==> src/rtl/prog_loader_pkg.sv <==
// Shared definitions for the program loader: SRAM geometry defaults and FSM state encoding.
// Common to the loader, the instruction SRAM and the CPU.
package prog_loader_pkg;

    localparam int DEF_ADDR   = 4;
    localparam int DEF_WIDTH  = 8;
    localparam int DEF_LENGTH = 16;

    typedef enum logic [2:0] {
        LD_IDLE  = 3'd0,
        LD_LOAD  = 3'd1,
        LD_CSUM  = 3'd2,
        LD_FLUSH = 3'd3,
        LD_RUN   = 3'd4,
        LD_ERR   = 3'd5
    } ld_state_t;

endpackage

==> src/rtl/loader_checksum.sv <==
// Running mod-2^WIDTH sum over loaded bytes with clear, add and a zero test
// against the byte currently offered. Only instantiated when CHECKSUM_EN is defined.
module loader_checksum
    import prog_loader_pkg::*;
#(
    parameter int WIDTH = DEF_WIDTH
) (
    input  logic             clk,
    input  logic             reset,
    input  logic             clear,
    input  logic             add,
    input  logic [WIDTH-1:0] data,
    output logic             sum_zero
);

    logic [WIDTH-1:0] sum;
    logic [WIDTH-1:0] total;

    // NOTE: sequential state uses non-blocking assignments so every flop samples pre-edge values.
    always_ff @(posedge clk) begin
        if (reset || clear) begin
            sum <= '0;
        end else if (add) begin
            sum <= sum + data;
        end
    end

    // The checksum byte is good when it brings the running sum back to zero.
    assign total    = sum + data;
    assign sum_zero = (total == '0);

endmodule

==> src/rtl/prog_loader.sv <==
// Streams a LENGTH-word program into the instruction SRAM over valid/ready, holding the CPU in
// reset until loading completes. Optional trailing checksum byte enabled by defining CHECKSUM_EN.
module prog_loader
    import prog_loader_pkg::*;
#(
    parameter int ADDR   = DEF_ADDR,
    parameter int WIDTH  = DEF_WIDTH,
    parameter int LENGTH = DEF_LENGTH
) (
    input  logic             clk,
    input  logic             reset,
    input  logic             start,
    input  logic             in_valid,
    input  logic [WIDTH-1:0] in_data,
    output logic             in_ready,
    output logic             mem_cs,
    output logic             mem_we,
    output logic [ADDR-1:0]  mem_addr,
    output logic [WIDTH-1:0] mem_wdata,
    output logic             cpu_reset,
    output logic             busy,
    output logic             done,
    output logic             error
);

    localparam logic [ADDR-1:0] LAST = ADDR'(LENGTH - 1);
    localparam logic [ADDR-1:0] ONE  = {{(ADDR-1){1'b0}}, 1'b1};

    ld_state_t       state, state_next;
    logic [ADDR-1:0] count, count_next;
    logic            xfer;
    logic            load_xfer;
    logic            restart;

    assign in_ready  = (state == LD_LOAD) || (state == LD_CSUM);
    assign xfer      = in_valid && in_ready;
    assign load_xfer = xfer && (state == LD_LOAD);

    assign busy      = (state == LD_LOAD) || (state == LD_CSUM) || (state == LD_FLUSH);
    assign done      = (state == LD_RUN);
    assign cpu_reset = (state != LD_RUN);

`ifdef CHECKSUM_EN
    logic sum_zero;

    loader_checksum #(
        .WIDTH (WIDTH)
    ) u_checksum (
        .clk      (clk),
        .reset    (reset),
        .clear    (restart),
        .add      (load_xfer),
        .data     (in_data),
        .sum_zero (sum_zero)
    );

    assign error = (state == LD_ERR);
`else
    assign error = 1'b0;
`endif

    // NOTE: every combinational output gets a default first so no path can infer a latch.
    always_comb begin
        state_next = state;
        count_next = count;
        restart    = 1'b0;
        case (state)
            LD_IDLE: begin
                if (start) begin
                    state_next = LD_LOAD;
                    restart    = 1'b1;
                end
            end
            LD_LOAD: begin
                if (xfer) begin
                    if (count == LAST) begin
`ifdef CHECKSUM_EN
                        state_next = LD_CSUM;
`else
                        state_next = LD_FLUSH;
`endif
                    end else begin
                        count_next = count + ONE;
                    end
                end
            end
`ifdef CHECKSUM_EN
            LD_CSUM: begin
                if (xfer) begin
                    state_next = sum_zero ? LD_FLUSH : LD_ERR;
                end
            end
            LD_ERR: begin
                if (start) begin
                    state_next = LD_LOAD;
                    restart    = 1'b1;
                end
            end
`endif
            LD_FLUSH: begin
                state_next = LD_RUN;
            end
            LD_RUN: begin
                if (start) begin
                    state_next = LD_LOAD;
                    restart    = 1'b1;
                end
            end
            default: begin
                state_next = LD_IDLE;
            end
        endcase
        if (restart) begin
            count_next = '0;
        end
    end

    always_ff @(posedge clk) begin
        if (reset) begin
            state <= LD_IDLE;
            count <= '0;
        end else begin
            state <= state_next;
            count <= count_next;
        end
    end

    // NOTE: only the loader's own output registers are reset; the SRAM array keeps its contents.
    always_ff @(posedge clk) begin
        if (reset) begin
            mem_cs    <= 1'b0;
            mem_we    <= 1'b0;
            mem_addr  <= '0;
            mem_wdata <= '0;
        end else begin
            mem_we <= load_xfer;
            mem_cs <= load_xfer || (state_next == LD_RUN);
            if (load_xfer) begin
                mem_addr  <= count;
                mem_wdata <= in_data;
            end else if (state_next == LD_RUN) begin
                mem_addr <= '0;
            end
        end
    end

endmodule

==> config.mk <==
export PLATFORM = sky130hd
export DESIGN_NAME = prog_loader
export DESIGN_NICKNAME = d
export VERILOG_FILES = /design/src/rtl/prog_loader_pkg.sv /design/src/rtl/loader_checksum.sv /design/src/rtl/prog_loader.sv
export SDC_FILE = /design/constraint.sdc
export NUM_CORES = 1
export LEC_CHECK = 0
export BUFFER_PORTS_ARGS = -buffer_cell sky130_fd_sc_hd__buf_2
export CORE_MARGIN = 8
export CORE_UTILIZATION = 50
export DETAILED_ROUTE_END_ITERATION = 8
export GPL_TIMING_DRIVEN = 1
export PLACE_DENSITY_LB_ADDON = 0.15
export SLEW_MARGIN = 20
export SYNTH_ARGS = -nofsm -noshare
export SYNTH_HDL_FRONTEND = slang
export SYNTH_SLANG_ARGS = --single-unit
==> constraint.sdc <==
create_clock -name clk -period 2.51 [get_ports clk]
set_clock_uncertainty 0.15 [all_clocks]
set_input_delay 0.251 -clock clk [delete_from_list [all_inputs] [get_ports clk]]
set_output_delay 0.251 -clock clk [all_outputs]
set_load 0.02 [all_outputs]
==> impl_results.md <==
- Flops & latches, synth: 21
- CORE AREA: approximately 0.0017 mm²
- Cell Area, Synth: 847 µm²
- WP data required: between 2 and 3 ns
- Clk Latency, worst-skew pair: 0.30 ns
- Pin count of the biggest net entering global routing: 15
- TritonCTS Buffers: 3
- DRT Pass-1 Iters: 4
- I/O pin total: 31
- Sequential share of power: around three fifths
- Crit-path max FO: 13
- Placed cell count: 137
- Worst hold margin: between 0.02 and 0.03 ns
- Logic pwr share: between 10% and 20%
- NumNets Final: roughly 140
- Root Driver: clkbuf_4
- Layout cells sized above 1: 29.0%
- Post-CTS setup buffer count: 0
- H-tree depth: 1
- Max Fclk: between 500 and 600 MHz
- Residual DRC: 0
- Clock Path Buffers: 2
- Ys Warns: 0
- Grt total ovfl: 0
- Crit path max-delay family: simple AND/OR/NAND/NOR gates
- Post-DP HPWL: approximately 1400 µm
- Crit-path cells: nand4bb_1 > or3_1 > a21oi_1
- RSZ-0062 raised after global routing: false
- TNS Setup: 0 ns
- Crit. path cell count: 3
- Synth async-reset ratio: 0%
- First-pass GRT wire length: between 3000 and 4000 µm
- Slowest stage delay, CP: 0.54 ns
- Die width: ~57 µm
- Initial DRC count: 13
- Worst VDD drop: between 0.3 and 0.4 mV
- Worst Setup Path Type: register to register
- Routed len/inst: approximately 13 µm
- Crit end category: register
- Vias: 756
- Int Pwr: between 400 and 500 µW
- CTS tree: built
- Die Y: ~57 µm
- Cell Pwr Density: ~570 mW/mm²
- Final Hold Fails: 0
- Final min period: ~1.8 ns
- Max cap viols: 0
- Clock-pin slew on the worst setup and hold paths: ~0.11 ns
- Die area: about 0.0033 mm²
- Headroom to the max-slew limit: approximately two thirds
- Area grow syn2layout: 19.1%
- Post-place setup slack: about 0.70 ns
- Sequential-to-total area share from yosys stat: between 40% and 50%
- Switch share: between 20% and 30%
- Clock power share: roughly 28%
- Hold Buf Count CTS: 0
- Multi-input combinational cell area: around 380 µm²
- Netlist cell types: 30
- # fillers: between 150 and 200
- Worst Max-Slew Pin Slew: 0.518 ns
- Slowest cell on the critical path: nand4bb_1
- Number of synthesized flops with an enable pin: 0
- Final period util: 71.4%
- Cells after synthesis: 96
- Vias/cell: ~5.4
- Setup WS post-layout: roughly 0.7 ns
- Avg Cell Area, Syn: ~9 µm²
- Initial antenna violation count: 0
- Critical path arrival: approximately 1.9 ns
- Outcome: completed
- Lkg Pwr: about 0.00045 µW
- Port Buffer Count: 29
- Worst Hold Path Cells: 3
- Primary FF master, synth: dfxtp_1
- FP Rows: 15
- Most common cell after layout, fill and taps aside: buf_2
- Reg area: ~420 µm²
- Worst r2r path cells: 3
- CP Launch Type: register
- Clock sink count: 21
- Most frequent cells in the layout: 29 x buf_2, 21 x dfxtp_1, 17 x nand2_1, 12 x a21oi_1, 7 x nor2_1
- HP Class: primary input to register
- WP buf/inv: 0
- All-Layer GR Usage: 12.2%
- Gp weighted congestion: 0.822
- Total nets after synthesis: around 110
- Psw: 146 µW
- Reg2reg setup slack: 0.72 ns
- Post-cts resize count: 0
- Fin cells: 141
- Initial Util: about half
- Slew Viols, Final: 0
- Routed Antenna Nets: 0
- Post-Route WL: ~1900 µm
- Final setup fails: 0
- Placed inst area: ~980 µm²
- ANT cells: 0
- Vias in the first global route: between 700 and 800
- Final instance area: a little over 0.001 mm²
-- final timing paths --
kind | start | endpoint
min reg2reg | mem_wdata[2] | mem_wdata[2]
min | in_data[5] | mem_wdata[5]
max reg2reg | state[1] | count[0]
max | state[1] | count[0]
-- power groups by stage --
stage	registers (µW)	clock network [µW]	logic, µW
floorplan	363	0	35.6
global placement	355	0	66.0
detailed placement	355	0	67.5
CTS	348	165	67.6
global route	349	179	74.7
finish	348	159	67.0
-- per-layer routing --
metal	part of all wire, %	GRT usage [%]	vias up
met3	6.1	4.43	4
met1	46	13.2	343
li1	-	-	386
met4	1.1	6.71	0
met2	47	19.8	23
met5	0	0	-
-- worst min-delay path, stage by stage --
cell and delay (ns):
buf_2 0.09, nand2_1 0.05, a21oi_1 0.05
-- per-stage QoR --
step	utilization (%)	power, µW
after CTS	61.1	581
after global routing	61.1	602
after floorplan	-	398
final	61.1	574
after global placement	59.5	421
after detailed placement	59.5	423
-- layout make-up --
cell class,instances,share of cell area [%]
clock buffers,4,2.61
flip-flops and latches,21,41.7
repair buffers,29,14.4
multi-input cells,66,37.7
well taps,17,2.11
inverters,4,1.49
-- cell families after synthesis --
group	Yosys count	synth area share [%]
AND/OR/NAND/NOR	39	22.7
XOR/XNOR	1	1.03
other	1	0.443
AO/OA/AOI/OAI	24	19.2
buffers and inverters	9	5.46
flip-flops	21	49.6
adder cells (fa/ha/maj)	1	1.48
-- sequential cells by signal (all words and copies together) (netlist names) --
| register | cells |
|---|---|
| mem_wdata | 8 |
| count | 4 |
| mem_addr | 4 |
| state | 3 |
| mem_cs | 1 |
| mem_we | 1 |
-- synth_stat cells, types with 2 or more instances --
| library cell | count | area share (%) |
|---|---|---|
| nor2_1 | 7 | 3.1 |
| clkbuf_1 | 2 | 0.89 |
| a22o_1 | 4 | 4.1 |
| dfxtp_1 | 21 | 50 |
| nor3_1 | 4 | 2.4 |
| a21oi_1 | 12 | 7.1 |
| inv_1 | 3 | 1.3 |
| o21ai_0 | 2 | 1.2 |
| nand3_1 | 4 | 2.4 |
| nand2_1 | 17 | 7.5 |
No activity file was read; power rests on OpenSTA's default activity.
